**config.mk**
```make
export PLATFORM = sky130hd
export DESIGN_NAME = pitch_flight_seq
export DESIGN_NICKNAME = d
export VERILOG_FILES = /design/src/rtl/pitch_pkg.sv /design/src/rtl/pitch_flight_seq_step_timer.sv /design/src/rtl/pitch_flight_seq.sv
export SDC_FILE = /design/constraint.sdc
export NUM_CORES = 1
export LEC_CHECK = 0
export CELL_PAD_IN_SITES_DETAIL_PLACEMENT = 1
export CELL_PAD_IN_SITES_GLOBAL_PLACEMENT = 2
export CORE_MARGIN = 2
export CORE_UTILIZATION = 36
export CTS_CLUSTER_SIZE = 12
export DETAILED_ROUTE_END_ITERATION = 8
export PLACE_DENSITY_LB_ADDON = 0.1
export SLEW_MARGIN = 15
export SYNTH_ARGS = -nofsm -noshare
export SYNTH_HDL_FRONTEND = slang
export SYNTH_SLANG_ARGS = --single-unit
```
**constraint.sdc**
```tcl
create_clock -name clk -period 7.9 [get_ports clk]
set_clock_uncertainty 0.2 [all_clocks]
set_input_delay 1.58 -clock clk [delete_from_list [all_inputs] [get_ports clk]]
set_output_delay 1.58 -clock clk [all_outputs]
set_load 0.1 [all_outputs]
```
**src/rtl/pitch_pkg.sv**
```systemverilog
// ============================================================================
// Module : pitch_pkg
// Brief  : Shared mode codes, speed limit, FSM states and step-period helper
// Rev    : 1.0  initial release
// ============================================================================
`default_nettype none

package pitch_pkg;

    localparam logic [1:0] FASTBALL  = 2'd1;
    localparam logic [1:0] SLIDER    = 2'd2;
    localparam logic [1:0] CHANGE_UP = 2'd3;

    localparam logic [3:0] SPEED_MAX = 4'd8;

    typedef enum logic [1:0] {
        IDLE   = 2'd0,
        WINDUP = 2'd1,
        FLIGHT = 2'd2,
        ARRIVE = 2'd3
    } state_t;

    // Change-up decelerates over the second half of the flight path.
    function automatic logic [31:0] step_period(input logic [31:0] step_cyc,
                                                input logic [1:0]  md,
                                                input logic [3:0]  pos);
        if ((md == CHANGE_UP) && pos[3])
            return step_cyc << 1;
        return step_cyc;
    endfunction

endpackage

`default_nettype wire

```
**src/rtl/pitch_flight_seq_step_timer.sv**
```systemverilog
// ============================================================================
// Module : step_timer
// Brief  : Loadable 32-bit down-counter; tick is high in the last counted cycle
// Rev    : 1.0  initial release
// ============================================================================
`default_nettype none

module step_timer (
    input  logic        clk,
    input  logic        rst_n,
    input  logic        load,
    input  logic [31:0] load_val,
    output logic        tick
);

    logic [31:0] cnt_q, cnt_d;

    always_comb begin
        cnt_d = cnt_q;
        if (load)
            cnt_d = load_val;
        else if (cnt_q != 32'd0)
            cnt_d = cnt_q - 32'd1;
    end

    always_ff @(posedge clk or negedge rst_n) begin
        if (!rst_n)
            cnt_q <= 32'd0;
        else
            cnt_q <= cnt_d;
    end

    // A load of N yields exactly N cycles before the tick-driven transition.
    assign tick = (cnt_q == 32'd1);

endmodule

`default_nettype wire

```
**src/rtl/pitch_flight_seq.sv**
```systemverilog
// ============================================================================
// Module : pitch_flight_seq
// Brief  : Pitch animation sequencer (wind-up, flight, arrival) on 16 LEDs.
//          Optional flight-duration timer enabled by macro PITCH_TIMER_EN.
// Rev    : 1.0  initial release
// ============================================================================
`default_nettype none

module pitch_flight_seq
    import pitch_pkg::*;
#(
    parameter int unsigned BASE_STEP_CYC = 6_250_000,
    parameter int unsigned STEP_DEC_CYC  = 250_000,
    parameter int unsigned WINDUP_CYC    = 25_000_000,
    parameter int unsigned HOLD_CYC      = 50_000_000
) (
    input  logic        clk,
    input  logic        rstN,
    input  logic        pitch,
    input  logic [3:0]  speedCode,
    input  logic [1:0]  mode,
    output logic [15:0] LED,
    output logic [3:0]  ballPos,
    output logic        busy,
    output logic        done,
    output logic [31:0] flightCyc
);

    state_t      state_q, state_d;
    logic        pitch_d_q;
    logic        arm_block_q, arm_block_d;
    logic [3:0]  spd_q, spd_d;
    logic [1:0]  md_q, md_d;
    logic [3:0]  pos_q, pos_d;
    logic        done_q, done_d;
    logic        w_start;
    logic [31:0] w_step_cyc;
    logic        w_tmr_load;
    logic [31:0] w_tmr_val;
    logic        w_tick;

    // A pitch held through reset release must first be seen low before it can start.
    assign arm_block_d = arm_block_q & pitch;
    assign w_start     = (state_q == IDLE) && pitch && !pitch_d_q && !arm_block_q;
    assign w_step_cyc  = 32'(BASE_STEP_CYC) - (32'(spd_q) * 32'(STEP_DEC_CYC));

    always_comb begin
        state_d    = state_q;
        spd_d      = spd_q;
        md_d       = md_q;
        pos_d      = pos_q;
        done_d     = 1'b0;
        w_tmr_load = 1'b0;
        w_tmr_val  = 32'd0;
        case (state_q)
            IDLE: begin
                pos_d = 4'd0;
                if (w_start) begin
                    state_d    = WINDUP;
                    spd_d      = (speedCode > SPEED_MAX) ? SPEED_MAX : speedCode;
                    md_d       = (mode == 2'd0) ? FASTBALL : mode;
                    w_tmr_load = 1'b1;
                    w_tmr_val  = 32'(WINDUP_CYC);
                end
            end
            WINDUP: begin
                if (w_tick) begin
                    state_d    = FLIGHT;
                    pos_d      = 4'd0;
                    w_tmr_load = 1'b1;
                    w_tmr_val  = step_period(w_step_cyc, md_q, 4'd0);
                end
            end
            FLIGHT: begin
                if (w_tick) begin
                    w_tmr_load = 1'b1;
                    if (pos_q == 4'd15) begin
                        state_d   = ARRIVE;
                        done_d    = 1'b1;
                        w_tmr_val = 32'(HOLD_CYC);
                    end else begin
                        pos_d     = pos_q + 4'd1;
                        w_tmr_val = step_period(w_step_cyc, md_q, pos_q + 4'd1);
                    end
                end
            end
            ARRIVE: begin
                if (w_tick) begin
                    state_d = IDLE;
                    pos_d   = 4'd0;
                end
            end
            default: state_d = IDLE;
        endcase
    end

    always_ff @(posedge clk or negedge rstN) begin
        if (!rstN) begin
            state_q     <= IDLE;
            pitch_d_q   <= 1'b0;
            arm_block_q <= 1'b1;
            spd_q       <= 4'd0;
            md_q        <= FASTBALL;
            pos_q       <= 4'd0;
            done_q      <= 1'b0;
        end else begin
            state_q     <= state_d;
            pitch_d_q   <= pitch;
            arm_block_q <= arm_block_d;
            spd_q       <= spd_d;
            md_q        <= md_d;
            pos_q       <= pos_d;
            done_q      <= done_d;
        end
    end

    step_timer u_step_timer (
        .clk      (clk),
        .rst_n    (rstN),
        .load     (w_tmr_load),
        .load_val (w_tmr_val),
        .tick     (w_tick)
    );

    always_comb begin
        LED = 16'h0000;
        case (state_q)
            WINDUP: LED = 16'h8000;
            FLIGHT: begin
                LED = 16'd1 << (4'd15 - pos_q);
                // Slider break: the trailing neighbour lights over the last four positions.
                if ((md_q == SLIDER) && (pos_q >= 4'd12))
                    LED = LED | (16'd1 << (5'd16 - {1'b0, pos_q}));
            end
            ARRIVE:  LED = 16'h0001;
            default: LED = 16'h0000;
        endcase
    end

    assign ballPos = pos_q;
    assign busy    = (state_q != IDLE);
    assign done    = done_q;

`ifdef PITCH_TIMER_EN
    logic [31:0] fcnt_q, fcnt_d;
    logic [31:0] fcyc_q, fcyc_d;

    always_comb begin
        fcnt_d = fcnt_q;
        fcyc_d = fcyc_q;
        if (w_start)
            fcnt_d = 32'd0;
        else if (state_q == FLIGHT)
            fcnt_d = fcnt_q + 32'd1;
        // Include the final FLIGHT cycle that is being counted on this edge.
        if (done_d)
            fcyc_d = fcnt_q + 32'd1;
    end

    always_ff @(posedge clk or negedge rstN) begin
        if (!rstN) begin
            fcnt_q <= 32'd0;
            fcyc_q <= 32'd0;
        end else begin
            fcnt_q <= fcnt_d;
            fcyc_q <= fcyc_d;
        end
    end

    assign flightCyc = fcyc_q;
`else
    assign flightCyc = 32'd0;
`endif

endmodule

`default_nettype wire

```
==> results.py <==
metrics = {
    "clock_tree": {
        "cts_resized": 0,
        "hold_buffers": 0,
        "clk_path_buf_depth": 2,
        "clk_pin_slew_ns": 0.06,
        "cts_buffers": 5,
        "clk_latency_ns": 0.30,
        "clock-root-buffer": "clkbuf_16",
        "clkSinkCount": 47,
        "cts_tree": "done",
        "post_cts_buffers": 0,
        "htree_levels": 2,
    },
    "hold_path": {
        "worstHoldPathCells": 2,
        "min-delay-start": "md_q[0]$_DFFE_PN1P_",
        "holdPathEnd": "md_q[0]$_DFFE_PN1P_",
        "hold_path_class": "reg2reg",
    },
    "synth": {
        "ys.warnings.count": 0,
        "yosys.area.top_type": "dfrtp_1",
        "postSynthAreaPerCell_sq_um": 8.370,
        "synth_top_area_share_pct": 25.97,
        "synth_cell_types": 64,
        "synth_edf_count": 0,
        "synthCells": 518,
        "synth_area_leaders": "dfrtp_1 26%, ha_1 9.5%, buf_4 5.5%, xnor2_1 5.5%, nor2_1 3.9%",
        "synthFlopType": "dfrtp_1",
        "ys_seq_area_share_pct": 27.19,
        "synth-seq-cells": 47,
        "synth_common_cells": "45 x dfrtp_1, 45 x nor2_1, 33 x ha_1",
        "ys_async_sr_fraction_pct": 100.0,
        "netlist_area_sq_um": 4335,
    },
    "floorplan": {
        "die_x_um": 113.7,
        "start_util_pct": 36.55,
        "placeableCoreArea_sq_um": 11860,
        "rows": 40,
        "die_area_sq_um": 12940,
        "fp.dieH_um": 113.7,
        "boundaryPins": 63,
    },
    "placement": {
        "dpl.hpwl_um": 9725,
        "placed_area_sq_um": 4647,
        "gp_congestion": 0.8034,
        "port_buffers": 30,
    },
    "worst_setup_path": {
        "required_ns": 6.12,
        "r2r_setup_slack_ns": 3.43,
        "startpoint_type": "flop",
        "worstSetupEndpointType": "output port",
        "cpLargestDelayFamily": "buffers and inverters",
        "crit_buf_inv": 2,
        "ff2ff_path_depth": 10,
        "arrival_ns": 3.46,
        "path_max_fanout": 16,
        "r2r_start": "spd_q[1]$_DFFE_PN0P_",
        "critPathKind": "reg2out",
        "rr_endpoint": "u_step_timer.cnt_q[21]$_DFFE_PN0P_",
        "cp_slowest_cell": "clkdlybuf4s50_1",
        "slowest_delay_ns": 1.13,
        "crit_chain": "inv_1, ha_1, nor3b_1, a31o_2, a31oi_1, nor2_1, clkdlybuf4s50_1",
    },
    "run_status": {
        "status": "completed",
    },
    "power": {
        "power_leakage_nw": 1.944,
        "power_density_nw_per_um2": 113.4,
        "peakVddDrop_mv": 0.1549,
        "total_power_mw": 0.5445,
    },
    "global_route": {
        "grt_pass1_wl_um": 20290,
        "grt_start_max_net_pins": 48,
        "grt_usage_pct": 20.03,
        "grt-ovfl-total": 0,
        "grt_pass1_vias": 3808,
        "antenna_found_initial": 0,
    },
    "route": {
        "first_pass_iters": 4,
        "wirelength_um": 12630,
        "wl_per_cell_um": 18.33,
        "viasPerCell": 5.533,
        "remaining_drc_errors": 0,
        "drtIter0Drc": 154,
        "ant_nets": 0,
        "num_vias": 3812,
    },
    "finish": {
        "final_cell_area_sq_um": 4802,
        "drive_above_1_share_pct": 5.351,
        "area_delta_synth_final_pct": 10.76,
        "nets": 588,
        "diodes": 0,
    },
    "sta": {
        "fmax_ghz": 0.1908,
        "setup_viol": 0,
        "relSlewSlack_pct": 34.67,
        "whs_ns": 0.3061,
        "finalMaxSlewViolations": 0,
        "rsz0062_at_grt": "false",
        "fin_crit_ns": 5.240,
        "setup_tns_ns": 0,
        "tightest_slew_ns": 0.9769,
        "fin_crit_sh_pct": 66.33,
        "hold_viol_final": 0,
    },
    "job": {
        "drv_cap": 0,
    },
}
-- layout make-up --
type / count / area, sq um
clock buffer: 6 / 138.9
clock inverter: 2 / 16.27
fill: 1410 / 7059
inverter: 27 / 101.3
multi-input combinational: 428 / 2873
sequential: 47 / 1179
tap: 147 / 183.9
timing repair buffer: 32 / 310.3
-- worst reg2reg max path, delay by kind of cell, from the launching register on --
family | cells | cell delay, ns
buf+inv | 1 | 0.26
fa+ha+maj | 3 | 1.22
flops | 1 | 0.73
compound gates | 3 | 0.69
simple gates | 3 | 1.25
-- how the worst max path moves through the flow --
stage               slack (ns)  endpoint  cells past startpoint                    from
floorplan                 1.86    LED[1]                      6  ballPos[2]$_DFFE_PN0P_
global placement          3.07    LED[0]                      7  ballPos[2]$_DFFE_PN0P_
CTS                       2.67    LED[0]                      7  ballPos[2]$_DFFE_PN0P_
detailed placement        3.01    LED[0]                      7  ballPos[2]$_DFFE_PN0P_
finish                    2.66    LED[0]                      7  ballPos[2]$_DFFE_PN0P_
global route              2.46    LED[0]                      7  ballPos[2]$_DFFE_PN0P_
-- placed cells by master, fill, tap and decap left out, types with 8 or more instances in the layout --
cell / count
or3_1: 10
ha_1: 33
o21ai_0: 27
nor2_1: 45
or4_1: 8
conb_1: 32
nor3_1: 22
nor4_1: 8
a31oi_1: 8
xor2_1: 13
dfrtp_1: 45
inv_1: 27
nand2b_1: 10
nand2_1: 28
a21oi_1: 27
nand3_1: 19
clkdlybuf4s50_1: 29
xnor2_1: 27
-- flip-flops by register name (all words and copies together), names as in the netlist --
signal              flops
pitch_d_q               1
md_q                    2
spd_q                   4
ballPos                 4
u_step_timer.cnt_q     32
state_q                 2
done                    1
arm_block_q             1
-- through the flow --
step / worst slack, ns / utilization (%) / cells
floorplan: 1.863 / - / 549
global placement: 3.069 / 39.18 / 681
detailed placement: 3.012 / 39.18 / 681
CTS: 2.673 / 40.49 / 689
global route: 2.459 / 40.49 / 689
finish: 2.660 / 40.49 / 689
-- power breakdown --
group	internal, mW	leakage, nW	total [mW]	switching (mW)
Combinational	0.00409	1.32	0.0762	0.0721
Sequential	0.241	0.554	0.241	0.0000552
Clock	0.127	0.0731	0.227	0.101
Total	0.372	1.94	0.545	0.173
-- metal layers --
layer / up-vias / share of wire [%] / global-route usage, %
li1: 1853 / - / -
met1: 1894 / 48 / 27.03
met2: 50 / 48 / 33.41
met3: 15 / 2.1 / 3.029
met4: 0 / 1.9 / 5.854
met5: - / 0 / 0
-- logic make-up after synthesis --
kind of cell	after synthesis	share of synthesized area (%)
AND/OR/NAND/NOR	193	23.87
multiplexers	8	1.991
flip-flops	47	27.19
buffers and inverters	74	9.235
other	1	0.08650
adder cells (fa/ha/maj)	38	11.83
AO/OA/AOI/OAI	117	17.72
XOR/XNOR	40	8.081
(Power assumes the default switching activity.)
